File: src/rtl/core_pkg.sv
// rtl/core_pkg.sv - shared types and constants for the RV32I fetch stage
package core_pkg;

    localparam int XLEN = 32;

    localparam logic [XLEN-1:0] ECALL_INSN  = 32'h0000_0073;
    localparam logic [XLEN-1:0] EBREAK_INSN = 32'h0010_0073;

    typedef enum logic [1:0] {
        RUN  = 2'd0,
        HALT = 2'd1,
        TRAP = 2'd2
    } fetch_state_t;

    typedef enum logic [1:0] {
        NONE         = 2'd0,
        MISALIGNED   = 2'd1,
        OUT_OF_RANGE = 2'd2
    } trap_cause_t;

endpackage

File: src/rtl/fetch_pc_unit_if.sv
// rtl/fetch_pc_unit_if.sv - control, instruction-memory and status signals of the fetch stage
interface fetch_pc_unit_if #(
    parameter int CNT_W = 32
);
    logic                      stall;
    logic                      redirect_valid;
    logic [core_pkg::XLEN-1:0] redirect_target;
    logic                      resume;
    logic [core_pkg::XLEN-1:0] instruction;
    logic [core_pkg::XLEN-1:0] pc;
    logic [core_pkg::XLEN-1:0] pc_plus4;
    logic                      fetch_valid;
    logic                      halted;
    logic                      trap;
    logic [1:0]                trap_cause;
    logic [CNT_W-1:0]          retired;

    modport master (
        input  stall, redirect_valid, redirect_target, resume, instruction,
        output pc, pc_plus4, fetch_valid, halted, trap, trap_cause, retired
    );

    modport slave (
        output stall, redirect_valid, redirect_target, resume, instruction,
        input  pc, pc_plus4, fetch_valid, halted, trap, trap_cause, retired
    );
endinterface

File: src/rtl/next_pc_sel.sv
// rtl/next_pc_sel.sv - next-PC candidate selection with alignment and range checks
module next_pc_sel
    import core_pkg::*;
#(
    parameter int unsigned IMEM_BYTES = 32
) (
    input  logic [XLEN-1:0] pc,
    input  logic            use_redirect,
    input  logic [XLEN-1:0] redirect_target,
    output logic [XLEN-1:0] next_pc,
    output logic            misaligned,
    output logic            out_of_range
);

    logic [XLEN:0] next_wide;

    // One extra bit so pc+4 wrapping past the top of the address space still reads as out of range.
    always_comb begin
        next_wide    = use_redirect ? {1'b0, redirect_target}
                                    : {1'b0, pc} + (XLEN+1)'(4);
        next_pc      = next_wide[XLEN-1:0];
        misaligned   = use_redirect && (redirect_target[1:0] != 2'b00);
        out_of_range = (next_wide + (XLEN+1)'(3)) >= (XLEN+1)'(IMEM_BYTES);
    end

endmodule

File: src/rtl/fetch_pc_unit.sv
// rtl/fetch_pc_unit.sv - PC register, RUN/HALT/TRAP control and retired-instruction counter
module fetch_pc_unit
    import core_pkg::*;
#(
    parameter logic [31:0] RESET_PC   = 32'h0000_0000,
    parameter int unsigned IMEM_BYTES = 32,
    parameter int          CNT_W      = 32
) (
    input  logic            clk,
    input  logic            rst_n,
    fetch_pc_unit_if.master bus
);

    fetch_state_t     state_q;
    trap_cause_t      cause_q;
    logic [XLEN-1:0]  pc_q;
    logic [CNT_W-1:0] retired_q;
    logic             fetch_valid_q;
    logic             halted_q;
    logic             trap_q;

    logic [XLEN-1:0]  next_pc;
    logic             misaligned;
    logic             out_of_range;
    logic             halt_insn;
    logic [CNT_W-1:0] retired_inc;

    assign halt_insn   = (bus.instruction == ECALL_INSN) || (bus.instruction == EBREAK_INSN);
    assign retired_inc = (retired_q == {CNT_W{1'b1}}) ? retired_q : retired_q + CNT_W'(1);

    // Redirects only matter in RUN; HALT always resumes at the sequential address.
    next_pc_sel #(
        .IMEM_BYTES (IMEM_BYTES)
    ) u_next_pc_sel (
        .pc              (pc_q),
        .use_redirect    ((state_q == RUN) && bus.redirect_valid),
        .redirect_target (bus.redirect_target),
        .next_pc         (next_pc),
        .misaligned      (misaligned),
        .out_of_range    (out_of_range)
    );

    always_ff @(posedge clk or negedge rst_n) begin
        if (!rst_n) begin
            state_q       <= RUN;
            cause_q       <= NONE;
            pc_q          <= RESET_PC;
            retired_q     <= '0;
            fetch_valid_q <= 1'b1;
            halted_q      <= 1'b0;
            trap_q        <= 1'b0;
        end else begin
            case (state_q)
                RUN: begin
                    if (!bus.stall) begin
                        if (halt_insn) begin
                            retired_q     <= retired_inc;
                            state_q       <= HALT;
                            fetch_valid_q <= 1'b0;
                            halted_q      <= 1'b1;
                        end else if (misaligned) begin
                            state_q       <= TRAP;
                            cause_q       <= MISALIGNED;
                            fetch_valid_q <= 1'b0;
                            trap_q        <= 1'b1;
                        end else if (out_of_range) begin
                            // A sequential fall-off still retires the instruction at pc; a bad redirect does not.
                            if (!bus.redirect_valid) begin
                                retired_q <= retired_inc;
                            end
                            state_q       <= TRAP;
                            cause_q       <= OUT_OF_RANGE;
                            fetch_valid_q <= 1'b0;
                            trap_q        <= 1'b1;
                        end else begin
                            pc_q      <= next_pc;
                            retired_q <= retired_inc;
                        end
                    end
                end
                HALT: begin
                    if (bus.resume) begin
                        halted_q <= 1'b0;
                        if (out_of_range) begin
                            state_q <= TRAP;
                            cause_q <= OUT_OF_RANGE;
                            trap_q  <= 1'b1;
                        end else begin
                            pc_q          <= next_pc;
                            state_q       <= RUN;
                            fetch_valid_q <= 1'b1;
                        end
                    end
                end
                default: begin
                    // TRAP is sticky until reset.
                end
            endcase
        end
    end

    assign bus.pc          = pc_q;
    assign bus.pc_plus4    = pc_q + 32'd4;
    assign bus.fetch_valid = fetch_valid_q;
    assign bus.halted      = halted_q;
    assign bus.trap        = trap_q;
    assign bus.trap_cause  = cause_q;
    assign bus.retired     = retired_q;

endmodule
File: src/flat_wrapper.sv
// flat-port wrapper written by rule: the top's interface ports become plain ports
module fetch_pc_unit_flat import core_pkg::*;
#(
    parameter logic [31:0] RESET_PC   = 32'h0000_0000,
    parameter int unsigned IMEM_BYTES = 32,
    parameter int          CNT_W      = 32
)
  (clk, rst_n, bus_stall, bus_redirect_valid, bus_redirect_target, bus_resume, bus_instruction, bus_pc, bus_pc_plus4, bus_fetch_valid, bus_halted, bus_trap, bus_trap_cause, bus_retired);
  fetch_pc_unit_if #(.CNT_W(CNT_W)) bus_i ();
  input  logic clk;
  input  logic rst_n;
  input wire logic [$bits(bus_i.stall)-1:0] bus_stall;
  input wire logic [$bits(bus_i.redirect_valid)-1:0] bus_redirect_valid;
  input wire logic [$bits(bus_i.redirect_target)-1:0] bus_redirect_target;
  input wire logic [$bits(bus_i.resume)-1:0] bus_resume;
  input wire logic [$bits(bus_i.instruction)-1:0] bus_instruction;
  output wire logic [$bits(bus_i.pc)-1:0] bus_pc;
  output wire logic [$bits(bus_i.pc_plus4)-1:0] bus_pc_plus4;
  output wire logic [$bits(bus_i.fetch_valid)-1:0] bus_fetch_valid;
  output wire logic [$bits(bus_i.halted)-1:0] bus_halted;
  output wire logic [$bits(bus_i.trap)-1:0] bus_trap;
  output wire logic [$bits(bus_i.trap_cause)-1:0] bus_trap_cause;
  output wire logic [$bits(bus_i.retired)-1:0] bus_retired;
  assign bus_i.stall = bus_stall;
  assign bus_i.redirect_valid = bus_redirect_valid;
  assign bus_i.redirect_target = bus_redirect_target;
  assign bus_i.resume = bus_resume;
  assign bus_i.instruction = bus_instruction;
  assign bus_pc = bus_i.pc;
  assign bus_pc_plus4 = bus_i.pc_plus4;
  assign bus_fetch_valid = bus_i.fetch_valid;
  assign bus_halted = bus_i.halted;
  assign bus_trap = bus_i.trap;
  assign bus_trap_cause = bus_i.trap_cause;
  assign bus_retired = bus_i.retired;
  fetch_pc_unit #(.RESET_PC(RESET_PC), .IMEM_BYTES(IMEM_BYTES), .CNT_W(CNT_W)) u_core (.clk(clk), .rst_n(rst_n), .bus(bus_i));
endmodule
File: config.mk
export PLATFORM = sky130hd
export DESIGN_NAME = fetch_pc_unit_flat
export DESIGN_NICKNAME = d
export VERILOG_FILES = /design/src/rtl/core_pkg.sv /design/src/rtl/fetch_pc_unit_if.sv /design/src/rtl/next_pc_sel.sv /design/src/rtl/fetch_pc_unit.sv /design/src/flat_wrapper.sv
export SDC_FILE = /design/constraint.sdc
export NUM_CORES = 1
export LEC_CHECK = 0
export CAP_MARGIN = 20
export CORE_UTILIZATION = 25
export CTS_BUF_LIST = sky130_fd_sc_hd__clkbuf_4 sky130_fd_sc_hd__clkbuf_8 sky130_fd_sc_hd__clkbuf_16
export CTS_CLUSTER_SIZE = 16
export DETAILED_ROUTE_END_ITERATION = 10
export DONT_BUFFER_PORTS = 1
export PLACE_DENSITY_LB_ADDON = 0.08
export REMOVE_ABC_BUFFERS = 1
export SYNTH_ARGS = -nofsm -noshare
export SYNTH_HDL_FRONTEND = slang
export SYNTH_SLANG_ARGS = --single-unit
File: constraint.sdc
create_clock -name clk -period 4.55 [get_ports clk]
set_input_delay 0.455 -clock clk [delete_from_list [all_inputs] [get_ports clk]]
set_output_delay 0.455 -clock clk [all_outputs]
set_load 0.05 [all_outputs]
==> flow_summary.json, run 1 <==
{
  "run_status": "finished, final reports clean",
  "hold_path_class": "input port to asynchronous set/reset pin",
  "required_ns": 4.77,
  "via_per_inst": 5.287,
  "die_y_um": 148.0,
  "finalNetCount": 740,
  "avgSynthCellArea_sq_um": 8.599,
  "ys_types": 77,
  "clock_latency_ns": 0.33,
  "place.gp.congestion": 0.8702,
  "syn-cell-area_sq_um": 5331,
  "wire_per_inst_um": 19.24,
  "combPwrFrac_pct": 32.3,
  "vias": 5012,
  "rr_worst_depth": 12,
  "drt-pass1-iter-count": 4,
  "clock_sinks": 71,
  "rows": 53,
  "grt_pass1_wl_um": 27930,
  "grt_max_degree": 72,
  "slew_violations": 0,
  "yosys_warnings": 0,
  "grt_setup_unrepaired": "no",
  "leakage_nw": 2.663,
  "n_antenna_cell": 0,
  "period_share_pct": 93.75,
  "ys_seq_elements": 71,
  "io_buffer_count": 0,
  "setup_viol": 0,
  "fin_skew_ns": 0.007399,
  "clkPwrFrac_pct": 29.7,
  "crit_start": "u_core.bus.pc[3]",
  "numCtsBuffers": 9,
  "seqPwrFrac_pct": 38.1,
  "synth_edf_count": 0,
  "grt_pass1_vias": 4892,
  "dp_hpwl_um": 13860,
  "htreeDepth": 3,
  "fin_crit_ns": 4.266,
  "worstMarginPinSlew_ns": 1.090,
  "endpoint": "u_core.bus.retired[1]",
  "end_kind": "flip-flop",
  "power_density_nw_per_um2": 351.1,
  "intPower_mw": 1.340,
  "core_sq_um": 20960,
  "r2r_setup_slack_ns": 0.28,
  "path_cells": "ha_1 > nand2_1 > or4_1 > a31oi_1 > nand3_1 > or4_4 > or4_1 > o21ai_1 > nand4b_4 > o211a_4 > nor2_1 > mux2_2",
  "start_util_pct": 25.44,
  "gr-usage-all-layers_pct": 16.39,
  "ant_nets": 0,
  "path_class": "flip-flop to flip-flop",
  "r2r_start": "u_core.bus.pc[3]",
  "root_buffer": "clkbuf_16",
  "dp_slack_ns": 0.03368,
  "grt_overflow": 0,
  "dieArea_sq_um": 21910,
  "drv_cap": 0,
  "switching_power_uw": 919.3,
  "area.growth.synth_to_final_pct": 20.70,
  "antenna_found_initial": 0,
  "post-route-drc-count": 0,
  "drt_iter0_drc": 230,
  "die_w_um": 148.0,
  "cts_tree": "built",
  "slew_headroom_pct": 26.83,
  "layout-drive-gt1-share_pct": 22.14,
  "dp.cells": 928,
  "cpPeakStageDelay_ns": 0.55,
  "num-fill-cells": 2267,
  "cp_max_fo": 16,
  "synthCells": 620,
  "instances_no_fill": 948,
  "synth-seq-area-share_pct": 33.35,
  "startpoint_type": "flip-flop",
  "ir_drop_mv": 0.2299,
  "crit_top_cell": "or4_1",
  "hold_viol": 0,
  "crit_arrival_ns": 4.48,
  "setup_ws_ns": 0.2843,
  "timing.rr.end": "u_core.bus.retired[1]",
  "whs_ns": 0.01266,
  "clk_pin_slew_ns": 0.06,
  "synthFlopType": "dfrtp_1",
  "clockBufferDepth": 2,
  "fmax_mhz": 234.4,
  "switching_share_pct": 40.70,
  "io_pins": 170,
  "synthArstFlopShare_pct": 100.0,
  "wirelength_um": 18240,
  "slowest_stage": "or4_1"
}
==> cells in the final DEF, fill, tap and decap left out, types with 10 or more instances in the layout <==
cell type,instances
or4_1,10
o211ai_1,10
nand4_1,21
a31oi_1,12
nor3_1,30
nor4_2,11
dfrtp_1,68
a21oi_1,13
and3_1,12
nand3_1,26
nor4_1,17
nand2b_1,19
or2_2,12
o31a_1,10
and2_1,31
o21ai_0,12
nor2_1,37
xor2_1,37
nand2_1,60
buf_4,76
==> metal layers <==
layer | global-route usage (%) | part of all wire (%)
met1 | 21.40 | 43
met2 | 26.34 | 47
met3 | 4.198 | 7.9
met5 | 0 | 0
met4 | 5.103 | 1.8
==> critical path, delay by kind of cell (launching register included) <==
kind / cells / cell delay (ns)
muxes: 1 / 0.35
DFF: 1 / 0.45
adders and majority gates: 1 / 0.28
and+or+nand+nor: 7 / 2.16
AOI/OAI and AO/OA: 3 / 0.91
==> cells by family (layout without fill, tap and decap cells) <==
family	after synthesis	after routing	synth area share [%]
and+or+nand+nor	334	334	37.76
AOI/OAI and AO/OA	110	111	14.97
DFF	71	71	33.35
buffers and inverters	51	103	4.646
xor gates and xnor gates	44	44	7.228
muxes	7	7	1.338
adders and majority gates	3	3	0.7041
==> cell usage after synthesis (all sizes together) (13+ instances only) <==
library cell	count	area share [%]
nand2	60	4.2
nand2b	19	2.2
nand3	30	3.5
nor4	28	4.1
dfrtp	70	33
buf	22	2.5
nor2	38	2.7
or4	14	2.0
nand4	23	3.3
o21ai	13	1.2
a21oi	13	1.2
nor3	30	2.8
clkbuf	20	1.5
and2	31	3.6
xor2	37	6.1
==> worst min path at each step <==
stage               startpoint                        to  slack [ns]  cells past startpoint
floorplan                rst_n         u_core.bus.halted        0.16                      0
global placement         rst_n           u_core.bus.trap        0.16                      0
detailed placement       rst_n  u_core.bus.trap_cause[0]        0.16                      0
CTS                      rst_n          u_core.bus.pc[1]        0.02                      1
global route             rst_n          u_core.bus.pc[1]        0.03                      1
finish                   rst_n          u_core.bus.pc[1]        0.01                      1
==> per-stage QoR <==
step / setup TNS (ns) / utilization [%] / instance area, sq um / power [mW]
floorplan: -44.87 / - / 5117 / 1.314
global placement: 0 / 28.84 / 6043 / 1.564
detailed placement: 0 / 28.84 / 6043 / 1.568
CTS: 0 / 30.33 / 6356 / 2.267
global route: 0 / 30.71 / 6435 / 2.387
finish: 0 / 30.71 / 6435 / 2.259
==> area by class of cell <==
class | instances | area, sq um | area share (%)
Timing Repair Buffer | 78 | 618.1 | 9.605
Sequential cell | 71 | 1780 | 27.67
Clock buffer | 13 | 267.8 | 4.161
Inverter | 9 | 33.78 | 0.5250
Clock inverter | 3 | 17.52 | 0.2722
Multi-Input combinational cell | 499 | 3373 | 52.42
Tap cell | 275 | 344.1 | 5.347
==> repair_timing <==
| action | CTS | global route |
|---|---|---|
| setup buffers | 0 | 2 |
| endpoints found under the hold margin | 71 | 0 |
| gates resized for setup | 0 | 13 |
| hold buffers | 1 | 0 |
| setup endpoints to repair | 0 | 64 |
==> power by group through the flow <==
| stage | clock network [mW] | registers (mW) | logic [mW] |
|---|---|---|---|
| 6_report | 0.670 | 0.860 | 0.729 |
| 5_1_grt | 0.725 | 0.871 | 0.791 |
| 4_1_cts | 0.692 | 0.860 | 0.715 |
| 3_5_place_dp | 0 | 0.873 | 0.696 |
| 3_3_place_gp | 0 | 0.871 | 0.693 |
| 2_1_floorplan | 0 | 0.905 | 0.409 |
==> registers in the layout, summed over array words and instances (netlist names) <==
name	cells
u_core.bus.pc	32
u_core.bus.retired	32
u_core.bus.trap_cause	2
u_core.state_q	2
u_core.bus.fetch_valid	1
u_core.bus.halted	1
u_core.bus.trap	1
(Power assumes the default switching activity.)
==> run 2, diff against run 1 <==
--- a/config.mk
+++ b/config.mk
@@ -13,6 +13,7 @@
 export DONT_BUFFER_PORTS = 1
 export PLACE_DENSITY_LB_ADDON = 0.08
 export REMOVE_ABC_BUFFERS = 1
+export SLEW_MARGIN = 30
 export SYNTH_ARGS = -nofsm -noshare
 export SYNTH_HDL_FRONTEND = slang
 export SYNTH_SLANG_ARGS = --single-unit
==> flow_summary.json, run 2 (same netlist as run 1, synthesis figures left out) <==
{
  "wirelength_um": 18040,
  "dp.cells": 928,
  "required_ns": 4.76,
  "ant_nets": 0,
  "path_class": "flip-flop to flip-flop",
  "startpoint_type": "flip-flop",
  "combPwrFrac_pct": 32.3,
  "grt_pass1_wl_um": 27640,
  "start_util_pct": 25.44,
  "core_sq_um": 20960,
  "vias": 5041,
  "clockBufferDepth": 2,
  "worstMarginPinSlew_ns": 0.9989,
  "slew_headroom_pct": 33.18,
  "leakage_nw": 2.681,
  "drt-pass1-iter-count": 4,
  "seqPwrFrac_pct": 38.2,
  "clock_sinks": 71,
  "n_antenna_cell": 0,
  "switching_share_pct": 40.56,
  "power_density_nw_per_um2": 350.0,
  "dieArea_sq_um": 21910,
  "hold_viol": 0,
  "finalNetCount": 741,
  "grt_overflow": 0,
  "instances_no_fill": 949,
  "ir_drop_mv": 0.2383,
  "clock_latency_ns": 0.33,
  "intPower_mw": 1.341,
  "die_w_um": 148.0,
  "grt_max_degree": 72,
  "cts_tree": "built",
  "place.gp.congestion": 0.8702,
  "clkPwrFrac_pct": 29.5,
  "dp_hpwl_um": 13790,
  "rows": 53,
  "end_kind": "flip-flop",
  "layout_common_cells": "77 x buf_4, 68 x dfrtp_1, 60 x nand2_1",
  "gr-usage-all-layers_pct": 16.20,
  "numCtsBuffers": 9,
  "switching_power_uw": 914.9,
  "fmax_mhz": 234.9,
  "htreeDepth": 3,
  "fin_skew_ns": 0.008049,
  "run_status": "finished, final reports clean",
  "io_pins": 170,
  "final_common_cell": "buf_4",
  "grt_pass1_vias": 4906,
  "hold_path_class": "input port to asynchronous set/reset pin",
  "wire_per_inst_um": 19.01,
  "fin_crit_ns": 4.258,
  "antenna_found_initial": 0,
  "setup_viol": 0,
  "area.growth.synth_to_final_pct": 20.89,
  "grt_setup_unrepaired": "no",
  "slew_violations": 0,
  "io_buffer_count": 0,
  "post-route-drc-count": 0,
  "clk_pin_slew_ns": 0.06,
  "drt_iter0_drc": 187,
  "root_buffer": "clkbuf_16",
  "tns_ns": 0,
  "cp_max_fo": 16,
  "crit_arrival_ns": 4.47,
  "die_y_um": 148.0,
  "drv_cap": 0,
  "period_share_pct": 93.58,
  "via_per_inst": 5.312,
  "layout-drive-gt1-share_pct": 22.26
}
## run 2: path summary, 6_finish.rpt
check	slack [ns]	endpoint	startpoint	depth (start not counted)
max	0.29	u_core.bus.retired[1]	u_core.bus.pc[2]	13
min	0.02	u_core.bus.trap_cause[0]	rst_n	1
max reg2reg	0.29	u_core.bus.retired[1]	u_core.bus.pc[2]	13
min reg2reg	0.57	u_core.bus.pc[27]	u_core.bus.pc[27]	1
max in group asynchronous	4.22	u_core.bus.fetch_valid	rst_n	1
min in group clk	0.23	u_core.state_q[0]	bus_stall	1
## run 2: metrics by stage
stage / hold slack (ns) / util [%] / power [mW] / setup WS, ns / instance area, sq um
final: 0.01871 / 30.76 / 2.256 / 0.2923 / 6445
after floorplan: 0.1594 / - / 1.314 / -0.8197 / 5117
after global placement: 0.1648 / 28.84 / 1.564 / 0.1115 / 6043
after global routing: 0.04022 / 30.76 / 2.372 / 0.04904 / 6445
after CTS: 0.02333 / 30.37 / 2.267 / 0.01097 / 6364
after detailed placement: 0.1626 / 28.88 / 1.569 / 0.02617 / 6051
## run 2: worst max-delay path: stages, from the launching register on
cell,delay (ns)
dfrtp_2,0.43
ha_1,0.25
nand4_1,0.14
or4_4,0.53
nor4_1,0.35
or3_1,0.24
nand4_4,0.14
o41a_1,0.43
a41oi_1,0.21
and4_1,0.27
nand4b_4,0.19
o211a_4,0.38
nor2_1,0.21
mux2_2,0.35
## run 2: repair_timing
item | in CTS | in global routing
setup buffers | 0 | 3
hold endpoints to repair | 71 | 0
endpoints found under the setup margin | 0 | 64
hold buffers | 1 | 0
resized for setup | 0 | 12
## run 2: final cells by class
class,count,area [sq um]
fillers,2285,14510
well taps,275,344.1
multi-input cells,499,3376
flip-flops and latches,71,1780
clock inverters,3,17.52
clock buffers,13,267.8
inverters,9,33.78
repair buffers,79,625.6
## run 2: power by group through the flow
stage | clock (mW) | sequential [mW] | combinational (mW)
5_1_grt | 0.715 | 0.871 | 0.786
3_5_place_dp | 0 | 0.873 | 0.696
4_1_cts | 0.692 | 0.861 | 0.714
6_report | 0.665 | 0.861 | 0.729
3_3_place_gp | 0 | 0.871 | 0.693
2_1_floorplan | 0 | 0.905 | 0.409
## run 2: metal layers
metal  global-route usage [%]  vias to the layer above  routed length, um
met4                    5.670                        0                290
li1                         -                     2416                  -
met2                    26.27                      166               8475
met5                        0                        -                  0
met1                    20.83                     2440               7979
met3                    4.012                       19               1295
==> run 3, diff against run 2 <==
--- a/config.mk
+++ b/config.mk
@@ -8,9 +8,11 @@
 export CAP_MARGIN = 20
 export CORE_UTILIZATION = 25
 export CTS_BUF_LIST = sky130_fd_sc_hd__clkbuf_4 sky130_fd_sc_hd__clkbuf_8 sky130_fd_sc_hd__clkbuf_16
+export CTS_CLUSTER_DIAMETER = 80
 export CTS_CLUSTER_SIZE = 16
 export DETAILED_ROUTE_END_ITERATION = 10
 export DONT_BUFFER_PORTS = 1
+export GPL_ROUTABILITY_DRIVEN = 1
 export PLACE_DENSITY_LB_ADDON = 0.08
 export REMOVE_ABC_BUFFERS = 1
 export SLEW_MARGIN = 30
==> results of run 3 <==
No change in the layout: final DEF, timing and power equal those of run 2.
==> variant: new RTL, config.mk and constraints of run 3 <==
`CNT_W` is set to 32 in 3 places; all go to 64.
--- a/src/rtl/fetch_pc_unit_if.sv
+++ b/src/rtl/fetch_pc_unit_if.sv
@@ -1,6 +1,6 @@
 // rtl/fetch_pc_unit_if.sv - control, instruction-memory and status signals of the fetch stage
 interface fetch_pc_unit_if #(
-    parameter int CNT_W = 32
+    parameter int CNT_W = 64
 );
     logic                      stall;
     logic                      redirect_valid;
--- a/src/rtl/fetch_pc_unit.sv
+++ b/src/rtl/fetch_pc_unit.sv
@@ -4,7 +4,7 @@
 #(
     parameter logic [31:0] RESET_PC   = 32'h0000_0000,
     parameter int unsigned IMEM_BYTES = 32,
-    parameter int          CNT_W      = 32
+    parameter int          CNT_W      = 64
 ) (
     input  logic            clk,
     input  logic            rst_n,
--- a/src/flat_wrapper.sv
+++ b/src/flat_wrapper.sv
@@ -3,7 +3,7 @@
 #(
     parameter logic [31:0] RESET_PC   = 32'h0000_0000,
     parameter int unsigned IMEM_BYTES = 32,
-    parameter int          CNT_W      = 32
+    parameter int          CNT_W      = 64
 )
   (clk, rst_n, bus_stall, bus_redirect_valid, bus_redirect_target, bus_resume, bus_instruction, bus_pc, bus_pc_plus4, bus_fetch_valid, bus_halted, bus_trap, bus_trap_cause, bus_retired);
   fetch_pc_unit_if #(.CNT_W(CNT_W)) bus_i ();
Ports: changed (resized bus_retired); port bits go from 170 to 202. The function was not compared with the original's and may differ.
==> variant against run 3 <==
  * Critical path depth rose by 3
  * Worst setup slack worse by 0.12 ns
  * Count of clock-buffer cells in the layout shrank 4
  * Synthesized area increased by 16%
  * Sequential cell count is 32 higher
  * Cell area increased by 20%
  * Hold slack lost 0.015 ns
  * Routed wire length up 12%
  * Synthesized cell count grew 7.3%
Power is not compared: it rests on default switching activity, and its combinational part moved more than twofold at a synthesized area within 25%.
==> variant: results (changes against run 3) <==
drt first pass iters=5 (was 4); layout cells sized above 1=23.0% (was 22.3%); initial DRC count=311 (was 187); Fin Clk Skew=0.0167 ns (was 0.00805 ns); TritonCTS buffer count=9 (unchanged); largest net degree at the start of global routing=104 (was 72); Pleak=3.46 nW; Critical Path Fanout Max=22 (was 16); run status=completed (unchanged); Peak supply drop=0.000190 V; Netlist cell types=71 (was 77); initial antenna violation count=0 (unchanged); Max clock buf depth=2 (unchanged); filler instances=2,573 (was 2,285); switching part of the total=25.2%; IO Port Bufs=0 (unchanged); Post-synth ARST share=100% (unchanged); slew margin rel.=55.6% (was 33.2%); clk root buf=clkbuf_16 (unchanged); clk slew on worst S/H paths=0.08 ns (was 0.06 ns); final WL=20.2 mm (was 18.0 mm); dpl hpwl=15.1 mm (was 13.8 mm); Final #Nets=813 (was 741); worst skew pair latency=0.36 ns (was 0.33 ns); sequential element share of the synthesized area=41.7% (was 33.3%); most frequent cells after synthesis=dfrtp_1 (102), nand2_1 (54), xnor2_1 (54) (was dfrtp_1 (70), nand2_1 (60), nor2_1 (37), xor2_1 (37), and2_1 (31)); CTS H-Tree Depth=3 (unchanged); total global-route track usage=15.8% (was 16.2%); routability cong.=0.852 (was 0.870); number of flip-flops under the largest register name=64; number of global-route vias before repair=5,519 (was 4,906); area fraction in compound gates after synthesis=10.0% (was 15.0%); Adder-Cell Fraction of Synth Area=0.405% (was 0.704%); CP Data Arrival Time=4.61 ns (was 4.47 ns); first-pass GRT wire length=31.7 mm (was 27.6 mm); Core Rows=57 (was 53); XOR/XNOR Fraction of Synth Area=11.5% (was 7.23%); n_diodes=0 (unchanged); post-synthesis mux area share=1.58% (was 1.34%); Avg Vias per Cell=5.06 (was 5.31); synth warn=0 (unchanged); Worst Hold Class=input port to async pin (unchanged); main area contributors after synthesis=dfrtp_1 (41%), xnor2_1 (7.7%), nand4_1 (4.3%), xor2_1 (3.8%), and2_1 (3.4%) (was dfrtp_1 (33%), xor2_1 (6.1%), nand2_1 (4.2%), and2_1 (3.6%), nor3_1 (2.8%))
## variant: cell type report
class | instances | area, µm² | area share [%]
clock buffer | 9 | 225 | 2.91
clock inverter | 7 | 68.8 | 0.889
inverter | 18 | 67.6 | 0.872
multi-input combinational | 510 | 3560 | 46.0
sequential | 103 | 2580 | 33.3
tap | 324 | 405 | 5.23
timing repair buffer | 100 | 838 | 10.8
## variant: power groups by stage
| stage | clock network, mW | logic, mW | registers, mW |
|---|---|---|---|
| final | 0.780 | 0.0326 | 0.942 |
| after global routing | 0.851 | 0.0383 | 0.943 |
| after CTS | 0.813 | 0.0347 | 0.942 |
| after detailed placement | 0 | 0.0123 | 0.960 |
| after global placement | 0 | 0.0119 | 0.960 |
| after floorplan | 0 | 0.00976 | 0.958 |
## variant: repair_timing
item	in CTS	in global routing
pin swaps	0	9
setup endpoints to repair	93	93
hold buffers	1	0
setup buffers	0	3
resized for setup	7	28
gates cloned	0	1
hold endpoints to repair	103	0
## variant: final timing paths
check	slack (ns)	startpoint	end	cells after the start
min	0.004	rst_n	u_core.bus.pc[29]$_DFFE_PN0P_	1
max in group asynchronous	4.04	rst_n	u_core.bus.pc[3]$_DFFE_PN0P_	1
max	0.17	u_core.bus.pc[3]$_DFFE_PN0P_	u_core.bus.retired[9]$_DFFE_PN0P_	16
min in group clk	0.27	bus_resume	u_core.bus.fetch_valid$_DFFE_PN1P_	2
min reg2reg	0.58	u_core.state_q[0]$_DFFE_PN0P_	u_core.bus.halted$_DFFE_PN0P_	1
max reg2reg	0.17	u_core.bus.pc[3]$_DFFE_PN0P_	u_core.bus.retired[9]$_DFFE_PN0P_	16
## variant: worst max-delay path, stage by stage (launching register included)
cell	delay, ns
dfrtp_2	0.57
ha_4	0.20
nand3_4	0.08
or4_4	0.59
buf_12	0.17
or4_4	0.44
a31oi_4	0.21
and2_4	0.17
buf_4	0.10
and2_1	0.15
xor2_1	0.11
a2111oi_4	0.39
nor3b_4	0.32
o21a_2	0.25
clkbuf_16	0.22
nand4_1	0.12
xnor2_1	0.17
## variant: layer usage
layer | global-route usage (%) | part of all wire [%]
met1 | 20.0 | 44
met2 | 25.3 | 46
met3 | 5.73 | 8.4
met4 | 4.37 | 2.1
met5 | 0 | 0
## variant: per-stage QoR
| stage | utilization (%) | cells | area (µm²) | worst slack [ns] | setup TNS, ns |
|---|---|---|---|---|---|
| global route | 31.9 | 1071 | 7740 | -0.0403 | -0.593 |
| finish | 31.9 | 1071 | 7740 | 0.170 | 0 |
| global placement | 29.5 | 1050 | 7160 | -0.266 | -16.77 |
| detailed placement | 29.5 | 1050 | 7160 | -0.307 | -20.99 |
| CTS | 31.0 | 1067 | 7520 | 0.00278 | 0 |
| floorplan | - | 631 | 5990 | -1.26 | -85.46 |
